[src/rtl/ir_cmd_ctrl.sv]
// ir_cmd_ctrl: NEC IR frame filter (checksum, duplicate holdoff) with FIFO and Avalon-MM slave
module ir_cmd_ctrl #(
  parameter int FIFO_DEPTH     = 8,
  parameter int HOLDOFF_CYCLES = 15000000
) (
  input  logic        csi_clk,
  input  logic        csi_reset_n,
  input  logic        avs_chipselect,
  input  logic [3:0]  avs_address,
  input  logic        avs_read,
  output logic [31:0] avs_readdata,
  input  logic        avs_write,
  input  logic [31:0] avs_writedata,
  output logic        avs_irq,
  input  logic        frame_valid,
  input  logic [31:0] frame_data,
  output logic        dec_enable
);
  localparam int AW = $clog2(FIFO_DEPTH);
  localparam int TW = $clog2(HOLDOFF_CYCLES + 1);
  logic [31:0]   mem [FIFO_DEPTH];
  logic [AW-1:0] wptr, rptr;
  logic [AW:0]   level;
  logic          ovf;
  logic [3:0]    ctrl;
  logic [15:0]   drops;
  logic [31:0]   last_code;
  logic [TW-1:0] timer;
  logic          not_empty, full, wr_en, rd_en, flush, fv, chk_bad, dup, pop, push, drop, drop_full;
  logic [31:0]   status, rdata;
  logic          unused_wd;
  assign unused_wd  = ^avs_writedata[31:4];
  assign dec_enable = ctrl[0];
  always_comb begin
    not_empty = level != '0;
    full      = level == (AW+1)'(FIFO_DEPTH);
    wr_en     = avs_chipselect & avs_write;
    rd_en     = avs_chipselect & avs_read;
    flush     = wr_en & (avs_address == 4'd0) & avs_writedata[3];
    pop       = rd_en & (avs_address == 4'd1) & not_empty;
    fv        = frame_valid & ctrl[0] & ~flush;
    chk_bad   = ctrl[2] & (frame_data[31:24] != ~frame_data[23:16]);
    dup       = ctrl[3] & (frame_data == last_code) & (timer != '0);
    push      = fv & ~chk_bad & ~dup & (~full | pop);
    drop_full = fv & ~chk_bad & ~dup & full & ~pop;
    drop      = fv & ~push;
    status    = {19'b0, 5'(level), 5'b0, ovf, full, not_empty};
    rdata     = avs_address == 4'd0 ? status :
                avs_address == 4'd1 ? (not_empty ? mem[rptr] : 32'd0) :
                avs_address == 4'd2 ? {28'b0, ctrl} :
                avs_address == 4'd3 ? {16'b0, drops} : 32'd0;
  end
  always_ff @(posedge csi_clk)
    if (push) mem[wptr] <= frame_data;
  always_ff @(posedge csi_clk or negedge csi_reset_n) begin
    if (!csi_reset_n) begin
      avs_readdata <= '0;
      avs_irq      <= 1'b0;
      ctrl         <= '0;
      wptr         <= '0;
      rptr         <= '0;
      level        <= '0;
      ovf          <= 1'b0;
      drops        <= '0;
      last_code    <= '0;
      timer        <= '0;
    end else begin
      if (rd_en) avs_readdata <= rdata;
      if (wr_en && avs_address == 4'd2) ctrl <= avs_writedata[3:0];
      avs_irq <= ctrl[1] & not_empty;
      if (flush) begin
        wptr  <= '0;
        rptr  <= '0;
        level <= '0;
      end else begin
        if (push) wptr <= wptr + 1'b1;
        if (pop) rptr <= rptr + 1'b1;
        level <= level + (AW+1)'(push) - (AW+1)'(pop);
      end
      if (drop_full) ovf <= 1'b1;
      else if (wr_en && avs_address == 4'd0 && avs_writedata[2]) ovf <= 1'b0;
      if (wr_en && avs_address == 4'd3) drops <= '0;
      else if (drop && drops != 16'hFFFF) drops <= drops + 16'd1;
      if (push) last_code <= frame_data;
      // a suppressed repeat also re-arms the window so a held key stays quiet
      if (push || (fv && !chk_bad && dup)) timer <= TW'(HOLDOFF_CYCLES);
      else if (timer != '0) timer <= timer - TW'(1);
    end
  end
endmodule
[config.mk]
export PLATFORM = sky130hd
export DESIGN_NAME = ir_cmd_ctrl
export DESIGN_NICKNAME = d
export VERILOG_FILES = /design/src/rtl/ir_cmd_ctrl.sv
export SDC_FILE = /design/constraint.sdc
export NUM_CORES = 1
export LEC_CHECK = 0
export ABC_AREA = 1
export CAP_MARGIN = 20
export CORE_UTILIZATION = 30
export CTS_CLUSTER_SIZE = 16
export DETAILED_ROUTE_END_ITERATION = 10
export PLACE_DENSITY = 0.48
export SLEW_MARGIN = 20
export SYNTH_ARGS = -nofsm -noshare
export SYNTH_HDL_FRONTEND = slang
export SYNTH_SLANG_ARGS = --single-unit
export TNS_END_PERCENT = 100
[constraint.sdc]
create_clock -name csi_clk -period 8.6 [get_ports csi_clk]
set_clock_uncertainty 0.1 [all_clocks]
set_input_delay 1.29 -clock csi_clk [delete_from_list [all_inputs] [get_ports csi_clk]]
set_output_delay 1.29 -clock csi_clk [all_outputs]
set_load 0.02 [all_outputs]
==> impl_results.md, run 1 <==
- Critical path required time: 8710 ps
- Hold Slack: 375 ps
- # resized after CTS: 0
- Clk_lat worst skew: 560 ps
- Final setup violation count: 0
- Clock tree buffer depth: 3
- Post-synth top area share: 0.470
- Reg2Reg Depth: 13
- Post-Route Setup TNS: 0 ps
- Global-route wire length before repair: 66200 um
- TritonCTS buffer count: 41
- Initial Utilization: 0.304
- Leakage: 7.28 nW
- Clock Sinks: 376
- Antenna violations before repair: 2
- Total power: 5.29 mW
- Outcome: finished clean
- Post-synth EDFFs: 256
- RR Endpoint: mem[3][29]$_DFFE_PP_
- DRT iter0 DRCs: 647
- Register-to-register setup slack: 4020 ps
- Placer Congestion: 0.796
- Slew HR: 0.345
- Core box area: 53800 um^2
- Number of global-route vias before repair: 11200
- Fin crit period: 5360 ps
- Hold Crit Depth: 2
- MaxCap Viol Count: 0
- CP Max Fanout: 74
- Pin count of the biggest net entering global routing: 75
- Commonest non-fill, non-tap cell in the layout: nand2_1
- DRC: 0
- Pre-antenna DRT Iters: 5
- Yosys top cell by area: edfxtp_1
- Yosys warnings: 0
- Worst slew pin tran: 981 ps
- Hold EP: avs_readdata[14]$_DFFE_PN0P_
- Synth area leaders: edfxtp_1, dfrtp_1, nand2_1
- Synthesized cell area: 16300 um^2
- Most frequent cells in the layout: nand2_1, edfxtp_1, nor2_1
- WL/cell: 18.0 um
- Setup Fix Bufs, Post-CTS: 0
- Synth Register Bits: 376
- Tot GR Track Use: 0.155
- Slowest cell on the critical path: nor2_4
- CP peak stage delay: 590 ps
- Die area: 55400 um^2
- Synth Instances: 1546
- DRT Wirelength: 42100 um
- PwrDens: 275 nW/um^2
- Clk pin slew, worst setup/hold paths: 60 ps
- Worst hold path class: flip-flop to flip-flop
- Ant diodes: 0
- I/O Pins: 108
- Prevailing post-synth register cell: edfxtp_1
- Die W: 235 um
- Reg2Reg Launch Point: level[2]$_DFF_PN0_
- Register area share after synthesis: 0.654
- GRT Residual Overflow: 0
- Ys async rst share: 0.319
- Hold Buf Count CTS: 0
- Clock Tree Root: clkbuf_16
- CTS tree: yes
- Peak VDD IR: 0.128 mV
- Clock H-tree levels: 2
- Nets: 1700
- Crit. End Element: flip-flop
- Yosys cell types: 47
- Worst Path Arrival: 5460 ps
- Hold path startpoint: avs_readdata[14]$_DFFE_PN0P_
- FMAX: 187 MHz
- Final Hold Vio Count: 0
- Synthesis-to-layout area growth: 17.8%
- CP Launch Type: primary input
- Die H: 235 um
- Final ANT Viol Nets: 0
- Routed vias: 11200
- Crit path top cell by count: nand2_1
- Avg Vias per Cell: 4.77
- Rows: 85
- Net Count, Synth: 1631
- RSZ-0062 raised after global routing: no
- Fin crit share: 0.623
- Fillers: 5318
- Max-slew violations: 0
- CP Cell Sequence: clkdlybuf4s50_1 -> nor2_2 -> nand2_1 -> nor2_2 -> nand2_1 -> nor2_4 -> nor2_1 -> inv_1 -> nand3_2 -> buf_4 -> inv_6 -> nand2_1 -> nor2_4 -> buf_4
- Buffers on Ports: 79
- Critical path class: primary input to flip-flop
- Syn Area/Cell: 10.6 um^2
- Post-DP HPWL: 25200 um
- Layout cells sized above 1: 0.0753
## cells by family (layout without fill, tap and decap cells)
group / Yosys count / after routing / synth area share
simple gates: 618 / 618 / 0.160
flops: 376 / 376 / 0.654
compound gates: 307 / 307 / 0.107
buf+inv: 196 / 297 / 0.0501
xor+xnor: 37 / 37 / 0.0198
fa+ha+maj: 11 / 11 / 0.00888
mux: 1 / 1 / 0.000689
## Yosys cell counts, types with 7 or more instances
cell type  instances
o22ai_1           35
xnor2_1           12
nor3_1            17
o211ai_1          20
nand2_1          270
buf_2              9
a21oi_1           11
buf_6              7
xor2_1            25
nand4_1           25
edfxtp_1         256
o221ai_1          26
inv_1            119
nor2_1           224
clkbuf_1          52
ha_1              10
nand3_1           49
dfrtp_1          120
o21ai_0          179
o21ai_1           28
## routing by layer
layer / global-route usage / part of all wire / up-vias
li1: - / - / 5470
met1: 0.200 / 0.45 / 5432
met2: 0.263 / 0.48 / 200
met3: 0.0236 / 0.038 / 69
met4: 0.0568 / 0.027 / 4
met5: 0 / 0.00081 / -
## worst max-delay path: cells and delay by family
family | cells | cell delay (ps)
simple gates | 9 | 2480
buf+inv | 5 | 1580
## power by group
part / switching (mW) / internal [mW]
clock: 0.710 / 1.10
combinational: 0.794 / 0.407
sequential: 0.150 / 2.13
## how the worst max path moves through the flow
stage                   start  cells past startpoint  slack, ps                    to
3_5_place_dp   avs_address[3]                     14       2580  mem[1][10]$_DFFE_PP_
5_1_grt        avs_address[3]                     14       2890  mem[1][11]$_DFFE_PP_
2_1_floorplan  avs_address[3]                     12       4290   mem[0][0]$_DFFE_PP_
6_report       avs_address[3]                     14       3240  mem[3][29]$_DFFE_PP_
3_3_place_gp   avs_address[3]                     14       2600  mem[1][10]$_DFFE_PP_
4_1_cts        avs_address[3]                     14       3170  mem[1][11]$_DFFE_PP_
## layout make-up
type                       instances  area, um^2  area share
sequential                       376       10700       0.556
multi-input combinational        974        4900       0.255
clock buffer                      61        1170      0.0609
timing repair buffer              99         942      0.0489
tap                              696         871      0.0452
inverter                         123         468      0.0243
clock inverter                    14         203      0.0105
## sequential cells by signal (all words and copies together), names as in the netlist
register      count
avs_irq           1
avs_readdata     32
ctrl              4
drops            16
last_code        32
level             4
mem             256
ovf               1
rptr              3
timer            24
wptr              3
## per-stage QoR
step                instance area [um^2]   util  worst slack, ps  instances
floorplan                          16300      -             4290       1546
global placement                   17900  0.332             2600       2268
detailed placement                 17900  0.332             2580       2268
CTS                                19300  0.358             3170       2343
global route                       19300  0.358             2890       2343
finish                             19300  0.358             3240       2343
(Power assumes the default switching activity.)
==> run 2, diff against run 1 <==
--- a/config.mk
+++ b/config.mk
@@ -10,7 +10,7 @@
 export CORE_UTILIZATION = 30
 export CTS_CLUSTER_SIZE = 16
 export DETAILED_ROUTE_END_ITERATION = 10
-export PLACE_DENSITY = 0.48
+export PLACE_DENSITY = 0.5
 export SLEW_MARGIN = 20
 export SYNTH_ARGS = -nofsm -noshare
 export SYNTH_HDL_FRONTEND = slang
==> constraint.sdc (replaced) <==
create_clock -name csi_clk -period 4.85 [get_ports csi_clk]
set_clock_uncertainty 0.1 [all_clocks]
set_input_delay 0.7275 -clock csi_clk [delete_from_list [all_inputs] [get_ports csi_clk]]
set_output_delay 0.7275 -clock csi_clk [all_outputs]
set_load 0.02 [all_outputs]
==> impl_results.md, run 2 (synthesis gave the netlist of run 1 again) <==
- Die H: 235 um (unchanged)
- Die area: 55400 um^2 (unchanged)
- WL/cell: 18.1 um (+0.37%)
- Post-Route Setup TNS: 0 ps (unchanged)
- RSZ-0062 raised after global routing: no
- Largest Register: mem
- Total power: 9.17 mW (+73%)
- Pin count of the biggest net entering global routing: 92 (+23%)
- TritonCTS buffer count: 40 (-2.4%)
- Tot GR Track Use: 0.156 (+0.000912)
- Critical path class: primary input to flip-flop
- Post-route design area: 19300 um^2 (+0.40%)
- Avg Vias per Cell: 4.80 (+0.57%)
- # resized after CTS: 0 (unchanged)
- DRT Wirelength: 42600 um (+1.0%)
- Initial Utilization: 0.304 (unchanged)
- PwrDens: 474 nW/um^2 (+73%)
- Final setup violation count: 0 (unchanged)
- Reg2Reg Launch Point: rptr[0]$_DFFE_PN0P_
- Number of global-route vias before repair: 11300 (+0.30%)
- Fin crit share: 0.753
- FMAX: 274 MHz
- Clock tree buffer depth: 3 (unchanged)
- Worst slew pin tran: 1030 ps (+45.5 ps)
- Clock Sinks: 376 (unchanged)
- Outcome: finished clean
- Rows: 85 (unchanged)
- Slew HR: 0.316 (-0.0288)
- Die W: 235 um (unchanged)
- CP Launch Type: primary input
- Leakage: 7.30 nW (+0.34%)
- Hold Buf Count CTS: 0 (unchanged)
- Antenna violations before repair: 3 (+1)
- Max reg flops: 256 (unchanged)
- Worst hold path class: primary input to asynchronous set/reset pin
- Routed vias: 11300 (+1.2%)
- Worst Path Arrival: 3980 ps (-1480 ps)
- Pre-antenna DRT Iters: 5 (unchanged)
- Peak VDD IR: 0.225 mV (+76%)
- Setup Fix Bufs, Post-CTS: 0 (unchanged)
- Fillers: 5333 (+0.28%)
- Crit. End Element: flip-flop
- Commonest non-fill, non-tap cell in the layout: nand2_1
- I/O Pins: 108 (unchanged)
- Clock H-tree levels: 2 (unchanged)
- CTS tree: yes
- Clock Tree Root: clkbuf_16
- MaxCap Viol Count: 0 (unchanged)
- Placed Cells incl. Taps: 2283 (+0.66%)
- Finished Layout Cells: 2358 (+0.64%)
- Global-route wire length before repair: 67000 um (+1.1%)
- Post-DP HPWL: 25300 um (+0.42%)
- Placement Cell Area: 18100 um^2 (+1.1%)
- Final ANT Viol Nets: 0 (unchanged)
- RR Endpoint: avs_readdata[10]$_DFFE_PN0P_
- CP Max Fanout: 18 (-76%)
- DRC: 0 (unchanged)
- Top flop regs: mem x256, avs_readdata x32, last_code x32
- Fin crit period: 3650 ps
- Core box area: 53800 um^2 (unchanged)
- Nets: 1714 (+0.82%)
- Critical path required time: 5180 ps (-3530 ps)
- Buffers on Ports: 79 (unchanged)
- Max-slew violations: 0 (unchanged)
- Clk pin slew, worst setup/hold paths: 60 ps (about the same)
- Register-to-register setup slack: 1530 ps (-2490 ps)
- Most frequent cells in the layout: nand2_1, edfxtp_1, nor2_1
- Layout cells sized above 1: 0.0819 (+0.00664)
- DRT iter0 DRCs: 757 (+17%)
- Placer Congestion: 0.781 (-1.9%)
- Core Util, Final: 0.359 (+0.00142)
- Synthesis-to-layout area growth: 18.2%
- GRT Residual Overflow: 0 (unchanged)
- Clk_lat worst skew: 560 ps (about the same)
- Reg2Reg Depth: 7 (-6)
- Final Hold Vio Count: 0 (unchanged)
run 2: through the flow:
step           hold slack (ps)  setup WS [ps]
3_3_place_gp               370            626
4_1_cts                    221           1190
6_report                   178           1200
2_1_floorplan              332           1110
3_5_place_dp               367            616
5_1_grt                    247           1020
run 2: metal layers:
| metal | share of wire | global-route usage | wire length [um] | vias to the layer above |
|---|---|---|---|---|
| li1 | - | - | - | 5517 |
| met1 | 0.46 | 0.207 | 19400 | 5500 |
| met2 | 0.48 | 0.262 | 20400 | 230 |
| met3 | 0.044 | 0.0285 | 1890 | 62 |
| met4 | 0.019 | 0.0398 | 808 | 2 |
| met5 | 0.00031 | 0 | 13 | - |
run 2: worst max-delay path: stages:
cell	delay [ps]
clkdlybuf4s50_1	740
inv_1	140
nand2_1	80
nand4_1	100
nor2_1	110
nand2_1	130
a21boi_1	320
nand3_2	210
buf_4	270
ha_1	300
inv_1	40
ha_1	200
fa_1	380
xnor2_1	160
nor2_1	60
run 2: report_power, final:
group / leakage (nW) / switching, mW / total [mW] / internal [mW]
Combinational: 2.87 / 1.42 / 2.17 / 0.746
Sequential: 3.82 / 0.266 / 4.04 / 3.78
Clock: 0.611 / 1.28 / 2.96 / 1.68
run 2: layout make-up:
cell class                      count  area (um^2)  share of cell area
Sequential cell                   376        10700               0.553
Timing Repair Buffer              114         1140              0.0591
Inverter                          123          468              0.0242
Clock buffer                       46         1020              0.0530
Tap cell                          696          871              0.0451
Clock inverter                     27          223              0.0115
Antenna cell                        2         5.00            0.000259
Multi-Input combinational cell    974         4900               0.254
run 2: how the worst max path moves through the flow:
stage,end,cells past startpoint,startpoint
2_1_floorplan,mem[0][0]$_DFFE_PP_,12,avs_address[3]
3_3_place_gp,level[2]$_DFF_PN0_,15,frame_data[25]
3_5_place_dp,level[2]$_DFF_PN0_,15,frame_data[25]
4_1_cts,level[2]$_DFF_PN0_,15,frame_data[25]
5_1_grt,level[2]$_DFF_PN0_,15,frame_data[31]
6_report,level[2]$_DFF_PN0_,15,frame_data[31]
==> run 3, diff against run 2 <==
==> constraint.sdc (replaced) <==
create_clock -name csi_clk -period 3.1 [get_ports csi_clk]
set_clock_uncertainty 0.1 [all_clocks]
set_input_delay 0.465 -clock csi_clk [delete_from_list [all_inputs] [get_ports csi_clk]]
set_output_delay 0.465 -clock csi_clk [all_outputs]
set_load 0.02 [all_outputs]
==> impl_results.md, run 3 (synthesis gave the netlist of run 1 again) <==
- Outcome: finished clean
- CP startpoint: frame_data[23]
- Layout cells sized above 1: 0.130 (+0.0481)
- Die area: 55400 um^2 (unchanged)
- Total power: 15.0 mW (+63%)
- Ant diodes: 0 (-2)
- Critical path required time: 3450 ps (-1730 ps)
- Pin count of the biggest net entering global routing: 132 (+43%)
- Worst hold path class: primary input to asynchronous set/reset pin
- Leakage: 7.83 nW (+7.2%)
- Fillers: 5300 (-0.62%)
- Pre-antenna DRT Iters: 5 (unchanged)
- Initial Utilization: 0.304 (unchanged)
- Critical path class: primary input to flip-flop
- Storage element area: 10700 um^2 (unchanged)
- Worst Path Arrival: 3270 ps (-710 ps)
- Fin crit period: 2920 ps
- CP Launch Type: primary input
- Clk pin slew, worst setup/hold paths: 60 ps (about the same)
- Sw frac: 0.321 (-0.00263)
- Int Pwr: 10.2 mW (+64%)
- Max reg flops: 256 (unchanged)
- Clk_lat worst skew: 560 ps (about the same)
- Final ANT Viol Nets: 0 (unchanged)
- Worst slew pin tran: 866 ps (-160 ps)
- RSZ-0062 raised after global routing: no
- Reg2Reg Launch Point: timer[0]$_DFFE_PN0P_
- Avg Vias per Cell: 4.81 (+0.25%)
- RR Endpoint: level[2]$_DFF_PN0_
- Crit. End Element: flip-flop
- GRT Residual Overflow: 0 (unchanged)
- CTS tree: yes
- Seq pwr share: 0.417 (-0.024)
- Buffers on Ports: 79 (unchanged)
- Reg2Reg Depth: 15 (+8)
- Combinational fraction of design power: 0.250 (+0.014)
- Fin crit share: 0.941
- DRT iter0 DRCs: 811 (+7.1%)
- I/O Pins: 108 (unchanged)
- CP Max Fanout: 4 (-14)
- Die H: 235 um (unchanged)
- Die W: 235 um (unchanged)
- Core box area: 53800 um^2 (unchanged)
- Final setup violation count: 0 (unchanged)
- Routed vias: 11800 (+4.2%)
- Commonest non-fill, non-tap cell in the layout: nand2_1
- Post-DP HPWL: 29500 um (+16%)
- Clock Sinks: 376 (unchanged)
- Area of the multi-input gates: 4900 um^2 (unchanged)
- Placer Congestion: 0.801 (+2.6%)
- Clock H-tree levels: 2 (unchanged)
- Antenna violations before repair: 1 (-2)
- Slew HR: 0.423 (+0.107)
- Peak VDD IR: 0.353 mV (+57%)
- Tot GR Track Use: 0.165 (+0.00892)
- # resized after CTS: 0 (unchanged)
- Rows: 85 (unchanged)
- CP endpoint: level[2]$_DFF_PN0_
- FMAX: 343 MHz
- Global-route wire length before repair: 70100 um (+4.6%)
- Top flop regs: mem x256, avs_readdata x32, last_code x32
- Most frequent cells in the layout: nand2_1, edfxtp_1, nor2_1
- Clock tree buffer depth: 3 (unchanged)
- Largest Register: mem
- Max-slew violations: 0 (unchanged)
- Post-Route Setup TNS: 0 ps (unchanged)
- MaxCap Viol Count: 0 (unchanged)
- DRT Wirelength: 45400 um (+6.6%)
- Number of global-route vias before repair: 11700 (+4.2%)
- DRC: 0 (unchanged)
- WL/cell: 18.5 um (+2.6%)
- Hold Slack: 375 ps (+197 ps)
- Register-to-register setup slack: 330 ps (-1200 ps)
- PwrDens: 739 nW/um^2 (+56%)
- TritonCTS buffer count: 42 (+5.0%)
- Final Hold Vio Count: 0 (unchanged)
- Nets: 1805 (+5.3%)
- Clock Tree Root: clkbuf_16
- Sw Pwr: 4.80 mW (+62%)
- Synthesis-to-layout area growth: 24.0%
- Clock power share: 0.332 (+0.009)
-- run 3: cell count changes in the layout (fill, tap and decap cells not counted), sizes merged, moves of 2 or more --
cell	change
clkinv	-7
clkbuf	+10
buf	+88
diode	-2
-- run 3: critical path, stage by stage --
cell	delay, ps
clkdlybuf4s50_1	600
inv_1	120
buf_4	150
nand2_1	50
nand2_1	40
inv_1	50
nand2_1	50
nor2_1	120
nand2_1	70
nor2_1	270
nand3_2	190
nand3_2	100
ha_1	130
inv_1	40
ha_1	190
fa_1	380
xnor2_1	190
nor2_1	60
-- run 3: repair_timing --
| action | CTS | global route |
|---|---|---|
| buffers inserted | 0 | 0 |
| endpoints found under the hold margin | 63 | 0 |
| hold buffers | 1 | 0 |
| setup endpoints to repair | 0 | 0 |
-- run 3: layout make-up --
type	instances	share of cell area
Multi-Input combinational cell	974	0.242
Tap cell	696	0.0430
Timing Repair Buffer	203	0.0963
Inverter	123	0.0231
Clock inverter	22	0.0115
Clock buffer	56	0.0565
Sequential cell	376	0.528
-- run 3: metal layers --
metal	routed length [um]	global-route usage
met3	1950	0.0270
met4	1250	0.0543
met1	20400	0.216
met2	21800	0.277
met5	11	0
-- run 3: power by group through the flow --
stage | clock network (mW) | logic [mW] | registers [mW]
after CTS | 5.10 | 3.80 | 6.25
final | 4.98 | 3.75 | 6.25
after global placement | 0 | 3.75 | 6.33
after global routing | 5.30 | 4.19 | 6.32
after detailed placement | 0 | 3.79 | 6.34
after floorplan | 0 | 2.33 | 6.31
-- run 3: stage by stage --
| stage | std cells | cell area [um^2] | setup slack (ps) | util |
|---|---|---|---|---|
| after floorplan | 1546 | 16300 | -467 | - |
| after CTS | 2450 | 20300 | 182 | 0.377 |
| final | 2450 | 20300 | 182 | 0.377 |
| after global placement | 2371 | 18900 | -449 | 0.351 |
| after detailed placement | 2371 | 18900 | -417 | 0.351 |
| after global routing | 2450 | 20300 | 9.93 | 0.377 |
-- run 3: worst min-delay path by stage --
stage                                      start                            to  slack (ps)  cells after the start
global placement    avs_readdata[14]$_DFFE_PN0P_  avs_readdata[14]$_DFFE_PN0P_         370                      2
floorplan                            csi_reset_n             avs_irq$_DFF_PN0_          70                      0
global route         avs_readdata[4]$_DFFE_PN0P_   avs_readdata[4]$_DFFE_PN0P_         410                      2
CTS                                  csi_reset_n  avs_readdata[13]$_DFFE_PN0P_         390                      2
detailed placement  avs_readdata[15]$_DFFE_PN0P_  avs_readdata[15]$_DFFE_PN0P_         370                      2
finish                               csi_reset_n  avs_readdata[15]$_DFFE_PN0P_         380                      2
